### src/rtl/phy_lane_scheduler.sv
// rtl/phy_lane_scheduler.sv - round-robin burst scheduler sharing one PHY byte slot among four lanes
module phy_lane_scheduler #(
    parameter int          BURST_LEN = 4,
    parameter logic [7:0]  IDLE_SYM  = 8'hBC
) (
    input  logic       clk_4f,
    input  logic       reset,
    input  logic [7:0] data_in0,
    input  logic [7:0] data_in1,
    input  logic [7:0] data_in2,
    input  logic [7:0] data_in3,
    input  logic       valid0,
    input  logic       valid1,
    input  logic       valid2,
    input  logic       valid3,
    output logic       ready0,
    output logic       ready1,
    output logic       ready2,
    output logic       ready3,
    input  logic       out_ready,
    output logic [7:0] data_out,
    output logic       valid_out,
    output logic [1:0] lane_id,
    output logic       sof_out
);

    localparam int            CW        = (BURST_LEN > 1) ? $clog2(BURST_LEN) : 1;
    localparam logic [CW-1:0] LAST_BEAT = CW'(BURST_LEN - 1);

    typedef enum logic {
        S_IDLE,
        S_GRANT
    } state_t;

    state_t        state;
    state_t        state_nxt;
    logic [1:0]    grant;
    logic [1:0]    grant_nxt;
    logic [1:0]    last_grant;
    logic [1:0]    last_grant_nxt;
    logic [CW-1:0] beat_cnt;
    logic [CW-1:0] beat_nxt;

    logic [3:0]    valid_vec;
    logic [7:0]    data_vec [4];
    logic [1:0]    sel;
    logic [1:0]    cand;
    logic          any_valid;
    logic          xfer;

    assign valid_vec   = {valid3, valid2, valid1, valid0};
    assign data_vec[0] = data_in0;
    assign data_vec[1] = data_in1;
    assign data_vec[2] = data_in2;
    assign data_vec[3] = data_in3;
    assign any_valid   = |valid_vec;

    // A byte moves only when the granted lane is valid and downstream can take it.
    assign xfer   = (state == S_GRANT) && out_ready && valid_vec[grant];

    assign ready0 = (state == S_GRANT) && (grant == 2'd0) && out_ready;
    assign ready1 = (state == S_GRANT) && (grant == 2'd1) && out_ready;
    assign ready2 = (state == S_GRANT) && (grant == 2'd2) && out_ready;
    assign ready3 = (state == S_GRANT) && (grant == 2'd3) && out_ready;

    // Round-robin pick: scan from the farthest offset down so the nearest valid lane after last_grant wins.
    always_comb begin
        sel  = last_grant + 2'd1;
        cand = 2'd0;
        for (int i = 4; i >= 1; i--) begin
            cand = last_grant + 2'(i);
            if (valid_vec[cand]) begin
                sel = cand;
            end
        end
    end

    // Next-state logic: arbitrate in IDLE, count beats in GRANT only while downstream is ready.
    always_comb begin
        state_nxt      = state;
        grant_nxt      = grant;
        last_grant_nxt = last_grant;
        beat_nxt       = beat_cnt;
        case (state)
            S_IDLE: begin
                if (any_valid) begin
                    state_nxt      = S_GRANT;
                    grant_nxt      = sel;
                    last_grant_nxt = sel;
                    beat_nxt       = '0;
                end
            end
            S_GRANT: begin
                if (out_ready) begin
                    if (xfer) begin
                        if (beat_cnt == LAST_BEAT) begin
                            state_nxt = S_IDLE;
                            beat_nxt  = '0;
                        end else begin
                            beat_nxt  = beat_cnt + CW'(1);
                        end
                    end else begin
                        state_nxt = S_IDLE;
                        beat_nxt  = '0;
                    end
                end
            end
            default: begin
                state_nxt = S_IDLE;
                beat_nxt  = '0;
            end
        endcase
    end

    // State register; reset points last_grant at lane 3 so lane 0 wins first.
    always_ff @(posedge clk_4f) begin
        if (reset) begin
            state      <= S_IDLE;
            grant      <= 2'd0;
            last_grant <= 2'd3;
            beat_cnt   <= '0;
        end else begin
            state      <= state_nxt;
            grant      <= grant_nxt;
            last_grant <= last_grant_nxt;
            beat_cnt   <= beat_nxt;
        end
    end

    // Output byte register: advances only when downstream is ready, idle symbol fills empty slots.
    always_ff @(posedge clk_4f) begin
        if (reset) begin
            data_out  <= IDLE_SYM;
            valid_out <= 1'b0;
            lane_id   <= 2'd0;
            sof_out   <= 1'b0;
        end else if (out_ready) begin
            if (xfer) begin
                data_out  <= data_vec[grant];
                valid_out <= 1'b1;
                lane_id   <= grant;
                sof_out   <= (beat_cnt == '0);
            end else begin
                data_out  <= IDLE_SYM;
                valid_out <= 1'b0;
                sof_out   <= 1'b0;
            end
        end
    end

endmodule

### config.mk
export PLATFORM = sky130hd
export DESIGN_NAME = phy_lane_scheduler
export DESIGN_NICKNAME = d
export VERILOG_FILES = /design/src/rtl/phy_lane_scheduler.sv
export SDC_FILE = /design/constraint.sdc
export NUM_CORES = 1
export LEC_CHECK = 0
export CAP_MARGIN = 20
export CORE_MARGIN = 1.5
export CORE_UTILIZATION = 25
export DETAILED_ROUTE_END_ITERATION = 7
export GPL_TIMING_DRIVEN = 0
export PLACE_DENSITY = 0.56
export SKIP_LAST_GASP = 1
export SLEW_MARGIN = 20
export SYNTH_ARGS = -nofsm -noshare
export SYNTH_HDL_FRONTEND = slang
export SYNTH_SLANG_ARGS = --single-unit
### constraint.sdc
create_clock -name clk_4f -period 1.65 [get_ports clk_4f]
set_clock_uncertainty 0.05 [all_clocks]
set_input_delay 0.2475 -clock clk_4f [delete_from_list [all_inputs] [get_ports clk_4f]]
set_output_delay 0.2475 -clock clk_4f [all_outputs]
set_load 0.02 [all_outputs]
==> results of run 1 <==
area by class of cell:
type                            instances  area, um2  area share
Tap cell                               52      65.06     0.03626
Buffer                                  6      52.55     0.02929
Clock buffer                            4      45.04     0.02510
Sequential cell                        19      385.4      0.2148
Multi-Input combinational cell         93      705.7      0.3933
Timing Repair Buffer                   55      525.5      0.2929
Inverter                                4      15.01    0.008368
synth_stat cells (3+ instances only):
cell      number
dfxtp_1       19
nor2b_1        5
nor2_1        12
buf_2          3
clkbuf_1       4
inv_1          4
mux4_2         9
o22ai_1        6
a21oi_1       15
nand2_1       16
critical path: stages (launching register included):
cell	delay (ns)
dfxtp_1	0.32
buf_6	0.11
mux4_2	0.55
nand2b_1	0.12
nand2_1	0.08
a21oi_2	0.16
nor2_1	0.05
power breakdown:
part / internal (mW) / switching (mW) / total [mW]
clock network: 0.172 / 0.157 / 0.329
logic: 0.289 / 0.222 / 0.511
registers: 0.495 / 0.0381 / 0.533
total: 0.956 / 0.418 / 1.37
kinds of logic after synthesis:
logic type | count (synthesis) | share of synthesized area
AOI/OAI and AO/OA | 27 | 0.1384
DFF | 19 | 0.3393
muxes | 10 | 0.1897
buffers and inverters | 11 | 0.04017
adders and majority gates | 2 | 0.02232
and+or+nand+nor | 53 | 0.2623
xor gates and xnor gates | 1 | 0.007814
sequential cells by signal (all words and copies together), names as in the netlist:
register    flops
last_grant      2
valid_out       1
beat_cnt        2
lane_id         2
sof_out         1
state           1
data_out        8
grant           2
per-layer routing:
layer,part of all wire,global-route usage
met1,0.41,0.1634
met2,0.50,0.2444
met3,0.065,0.03030
met4,0.017,0.06410
met5,0,0
through the flow:
stage                     std cells  total power [mW]
after floorplan                 123            0.8314
after global placement          229             1.017
after detailed placement        229             1.030
after CTS                       233             1.377
after global routing            233             1.455
final                           233             1.374
timing repair:
item                                    in CTS  in global routing
resized for setup                           32                  7
endpoints found under the setup margin      18                 14
buffers inserted                             0                  1
layout by cell type, fill, tap and decap left out, types with 3 or more instances in the layout:
cell	Yosys	final
clkdlybuf4s50_1	0	45
dfxtp_1	19	17
nand2_1	16	15
a21oi_1	15	13
nor2_1	12	12
mux4_2	9	9
o22ai_1	6	6
nor2b_1	5	5
buf_2	3	5
inv_1	4	4
clkbuf_8	0	4
dlygate4sd2_1	0	4
a21oi_2	1	3
worst paths after layout:
| check | from | end | slack [ns] | cells past startpoint |
|---|---|---|---|---|
| worst max-delay path | grant[0] | state | 0.08 | 6 |
| worst min-delay path | lane_id[1] | lane_id[1] | 0.41 | 2 |
| worst min register to register | lane_id[1] | lane_id[1] | 0.41 | 2 |
| worst max register to register | grant[0] | state | 0.08 | 6 |
==> flow_summary.json, run 1 <==
{
  "worst_slew_pin_slew_ns": 0.4944,
  "leakage_nw": 0.6703,
  "postRouteWirelength_um": 3414,
  "ioPinCount": 55,
  "rows": 24,
  "cp-start-kind": "flip-flop",
  "end_kind": "flip-flop",
  "slew_viol_final": 0,
  "outcome": "completed",
  "numCtsBuffers": 3,
  "fin_crit_sh": 0.9533,
  "finalSetupViolCount": 0,
  "die_h_um": 69.97,
  "final_util": 0.4149,
  "synth_nets": 164,
  "vias_per_cell": 4.979,
  "ys_ff_latch": 19,
  "worstSkewPairLatency_ns": 0.26,
  "grt_start_max_net_pins": 11,
  "dieWidth_um": 69.97,
  "vias": 1160,
  "ir_worst_vdd_mv": 0.2215,
  "clk_path_buf_depth": 2,
  "required_ns": 1.73,
  "synth_flop_cell": "dfxtp_1",
  "finalWorstSetupSlack_ns": 0.07712,
  "yosysUniqueCellTypes": 34,
  "finalHoldViolCount": 0,
  "async_flop_share": 0,
  "placed_cell_area_um2": 1727,
  "fillers": 441,
  "fin_area_um2": 1794,
  "postSynthCellCount": 123,
  "antenna_cells": 0,
  "first_iter_violations": 37,
  "power_density_nw_per_um2": 765.7,
  "antenna_left": 0,
  "slew_headroom": 0.6704,
  "pre_cts_slack_ns": -0.8022,
  "dp_hpwl_um": 2523,
  "cts_max_level": 1,
  "synth_top_area_cell": "dfxtp_1",
  "ctsRootBufferMaster": "clkbuf_8",
  "cts.clk_slew.worst_paths_ns": 0.07,
  "fmax_mhz": 635.8,
  "areaGrowthSynthToFinish_pct": 60.04,
  "synth_top_cells_by_area": "dfxtp_1 34%, mux4_2 18%, a21oi_1 6.7%",
  "numPortBuffers": 54,
  "synth_top_area_frac": 0.3393,
  "grt_pass1_vias": 1147,
  "hold_buffers": 0,
  "nets": 223,
  "dr.pass1.iters": 4,
  "ys_seq_area_frac": 0.3393,
  "critical_path.max_fanout": 4,
  "wl_per_cell_um": 14.65,
  "synth_area_per_cell_um2": 9.114,
  "grt_first_pass_wirelength_um": 5471,
  "max-cap-violations": 0,
  "core_region_area_um2": 4324,
  "critPathArrivalTime_ns": 1.66,
  "gp_congestion": 0.7622,
  "grt_overflow_total": 0,
  "drive_gt1_frac": 0.1878,
  "hp-class": "flip-flop to flip-flop",
  "drc": 0,
  "post-route-min-period_ns": 1.573,
  "grt_usage": 0.1401,
  "synth_edf_count": 0,
  "start_util": 0.2593,
  "syn-cell-area_um2": 1121,
  "dieArea_um2": 4895,
  "path_class": "flip-flop to flip-flop",
  "cts_sinks": 19,
  "cts_tree": "done",
  "tns_ns": 0,
  "fin_hold_ws_ns": 0.4065,
  "antenna_found_initial": 0,
  "yosysWarnings": 0
}
Power figures use the tool's default switching activity.
==> run 2, diff against run 1 <==
--- a/config.mk
+++ b/config.mk
@@ -10,7 +10,7 @@
 export CORE_UTILIZATION = 25
 export DETAILED_ROUTE_END_ITERATION = 7
 export GPL_TIMING_DRIVEN = 0
-export PLACE_DENSITY = 0.56
+export PLACE_DENSITY = 0.54
 export SKIP_LAST_GASP = 1
 export SLEW_MARGIN = 20
 export SYNTH_ARGS = -nofsm -noshare
==> constraint.sdc (replaced) <==
create_clock -name clk_4f -period 1.85 [get_ports clk_4f]
set_clock_uncertainty 0.05 [all_clocks]
set_input_delay 0.2775 -clock clk_4f [delete_from_list [all_inputs] [get_ports clk_4f]]
set_output_delay 0.2775 -clock clk_4f [all_outputs]
set_load 0.02 [all_outputs]
==> flow_summary.json, run 2 (same netlist as run 1, synthesis figures left out) <==
{
  "outcome": "completed",
  "ioPinCount": 55,
  "post_cts_buffers": 0,
  "worst-path-stages": 5,
  "cp-start-kind": "input pin",
  "postRouteWirelength_um": 3343,
  "rr_startpoint": "grant[0]",
  "timing.critical_path.buf_inv": 1,
  "vias_per_cell": 4.884,
  "placed_cell_area_um2": 1727,
  "cts_resized": 17,
  "required_ns": 1.93,
  "final_cell_mix": "49 x clkdlybuf4s50_1, 18 x dfxtp_1, 15 x a21oi_1, 15 x nand2_1, 12 x nor2_1",
  "cts_sinks": 19,
  "worstSkewPairLatency_ns": 0.25,
  "final_common_cell": "clkdlybuf4s50_1",
  "fin_crit_sh": 0.9745,
  "vias": 1138,
  "areaGrowthSynthToFinish_pct": 59.26,
  "cpLargestDelayFamily": "multiplexers",
  "die_h_um": 69.97,
  "fin_hold_ws_ns": 0.4214,
  "slew_viol_final": 0,
  "dr.pass1.iters": 4,
  "fmax_mhz": 554.7,
  "power_density_nw_per_um2": 673.9,
  "rsz0062_at_grt": "no",
  "rr_worst_depth": 5,
  "ir_worst_vdd_mv": 0.2639,
  "min_from": "lane_id[0]",
  "dp_hpwl_um": 2636,
  "fin_area_um2": 1785,
  "grt_pass1_vias": 1122,
  "largest_register_ffs": 8,
  "startpoint": "valid3",
  "clk_path_buf_depth": 2,
  "worst_slew_pin_slew_ns": 0.4536,
  "antenna_left": 0,
  "antenna_found_initial": 0,
  "ctsRootBufferMaster": "clkbuf_8",
  "dp_cells": 229,
  "numCtsBuffers": 3,
  "path_class": "input pin to flip-flop",
  "r2r-end": "data_out[6]",
  "slew_headroom": 0.6976,
  "grt_start_max_net_pins": 11,
  "hp-class": "flip-flop to flip-flop",
  "drive_gt1_frac": 0.1657,
  "fin_cells": 233,
  "dieArea_um2": 4895,
  "post-route-min-period_ns": 1.803,
  "largest-register": "data_out",
  "finalSetupViolCount": 0,
  "slowest_delay_ns": 0.60,
  "cts_max_level": 1,
  "drc": 0,
  "dieWidth_um": 69.97,
  "antenna_cells": 0,
  "first_iter_violations": 42,
  "wl_per_cell_um": 14.35,
  "path_cells": "clkdlybuf4s50_1, mux4_2, and2b_4, a21oi_1, nor2_1",
  "rows": 24,
  "critPathArrivalTime_ns": 1.88,
  "hold_buffers": 0,
  "grt_first_pass_wirelength_um": 5457,
  "start_util": 0.2593,
  "grt_usage": 0.1382,
  "critPathCapture": "data_out[6]",
  "leakage_nw": 0.6486,
  "grt_overflow_total": 0,
  "gp_congestion": 0.7502,
  "cts.clk_slew.worst_paths_ns": 0.07,
  "nets": 223,
  "max-cap-violations": 0,
  "finalHoldViolCount": 0,
  "core_region_area_um2": 4324,
  "end_kind": "flip-flop",
  "cp_slowest_cell": "mux4_2",
  "cts_tree": "done",
  "numPortBuffers": 54,
  "critical_path.max_fanout": 8,
  "worst-r2r-setup-slack_ns": 0.21
}
-- run 2: cell types whose count changed in the layout (fill, tap and decap cells not counted), sizes merged --
cell           before  now
buf                 8    3
clkdlybuf4s50      45   49
clkbuf              7   10
dlygate4sd2         4    2
clkdlybuf4s15       0    1
dlymetal6s2s        1    0
-- run 2: worst min path at each step --
stage	slack (ns)	to	cells after the start
3_3_place_gp	0.40	lane_id[1]	2
3_5_place_dp	0.40	lane_id[1]	2
2_1_floorplan	0.30	lane_id[1]	1
4_1_cts	0.43	lane_id[0]	2
5_1_grt	0.45	valid_out	2
6_report	0.42	lane_id[0]	2
-- run 2: where the power goes --
part / total [mW] / switching, mW / internal, mW / leakage [nW]
logic: 0.450 / 0.200 / 0.251 / 0.470
registers: 0.468 / 0.0271 / 0.441 / 0.156
clock network: 0.285 / 0.132 / 0.153 / 0.0228
total: 1.20 / 0.359 / 0.844 / 0.649
-- run 2: layer usage --
layer	global-route usage	wire, um	vias up
met4	0.02564	14	0
met2	0.2497	1672	26
met5	0	0	-
met1	0.1719	1514	546
met3	0.02597	142	2
li1	-	-	564
-- run 2: worst reg2reg max path, stage by stage, from the launching register on --
cell,delay (ns)
dfxtp_1,0.31
buf_4,0.17
mux4_2,0.58
and2b_4,0.23
a21oi_1,0.13
nor2_1,0.05
-- run 2: cell type report --
class                   instances  area, um2
inverters                       4      15.01
repair buffers                 54      529.3
flip-flops and latches         19      381.6
fillers                       463       2539
well taps                      52      65.06
plain buffers                   7      46.29
clock buffers                   4      45.04
multi-input cells              93      703.2
-- run 2: per-stage QoR --
step / setup slack [ns] / power (mW) / TNS (ns) / util
after CTS: 0.02889 / 1.218 / 0 / 0.4135
after floorplan: 0.2547 / 0.7415 / 0 / -
final: 0.04722 / 1.203 / 0 / 0.4129
after global routing: 0.008115 / 1.283 / 0 / 0.4129
after detailed placement: -0.6472 / 0.9204 / -4.516 / 0.3993
after global placement: -0.6603 / 0.9072 / -3.359 / 0.3993
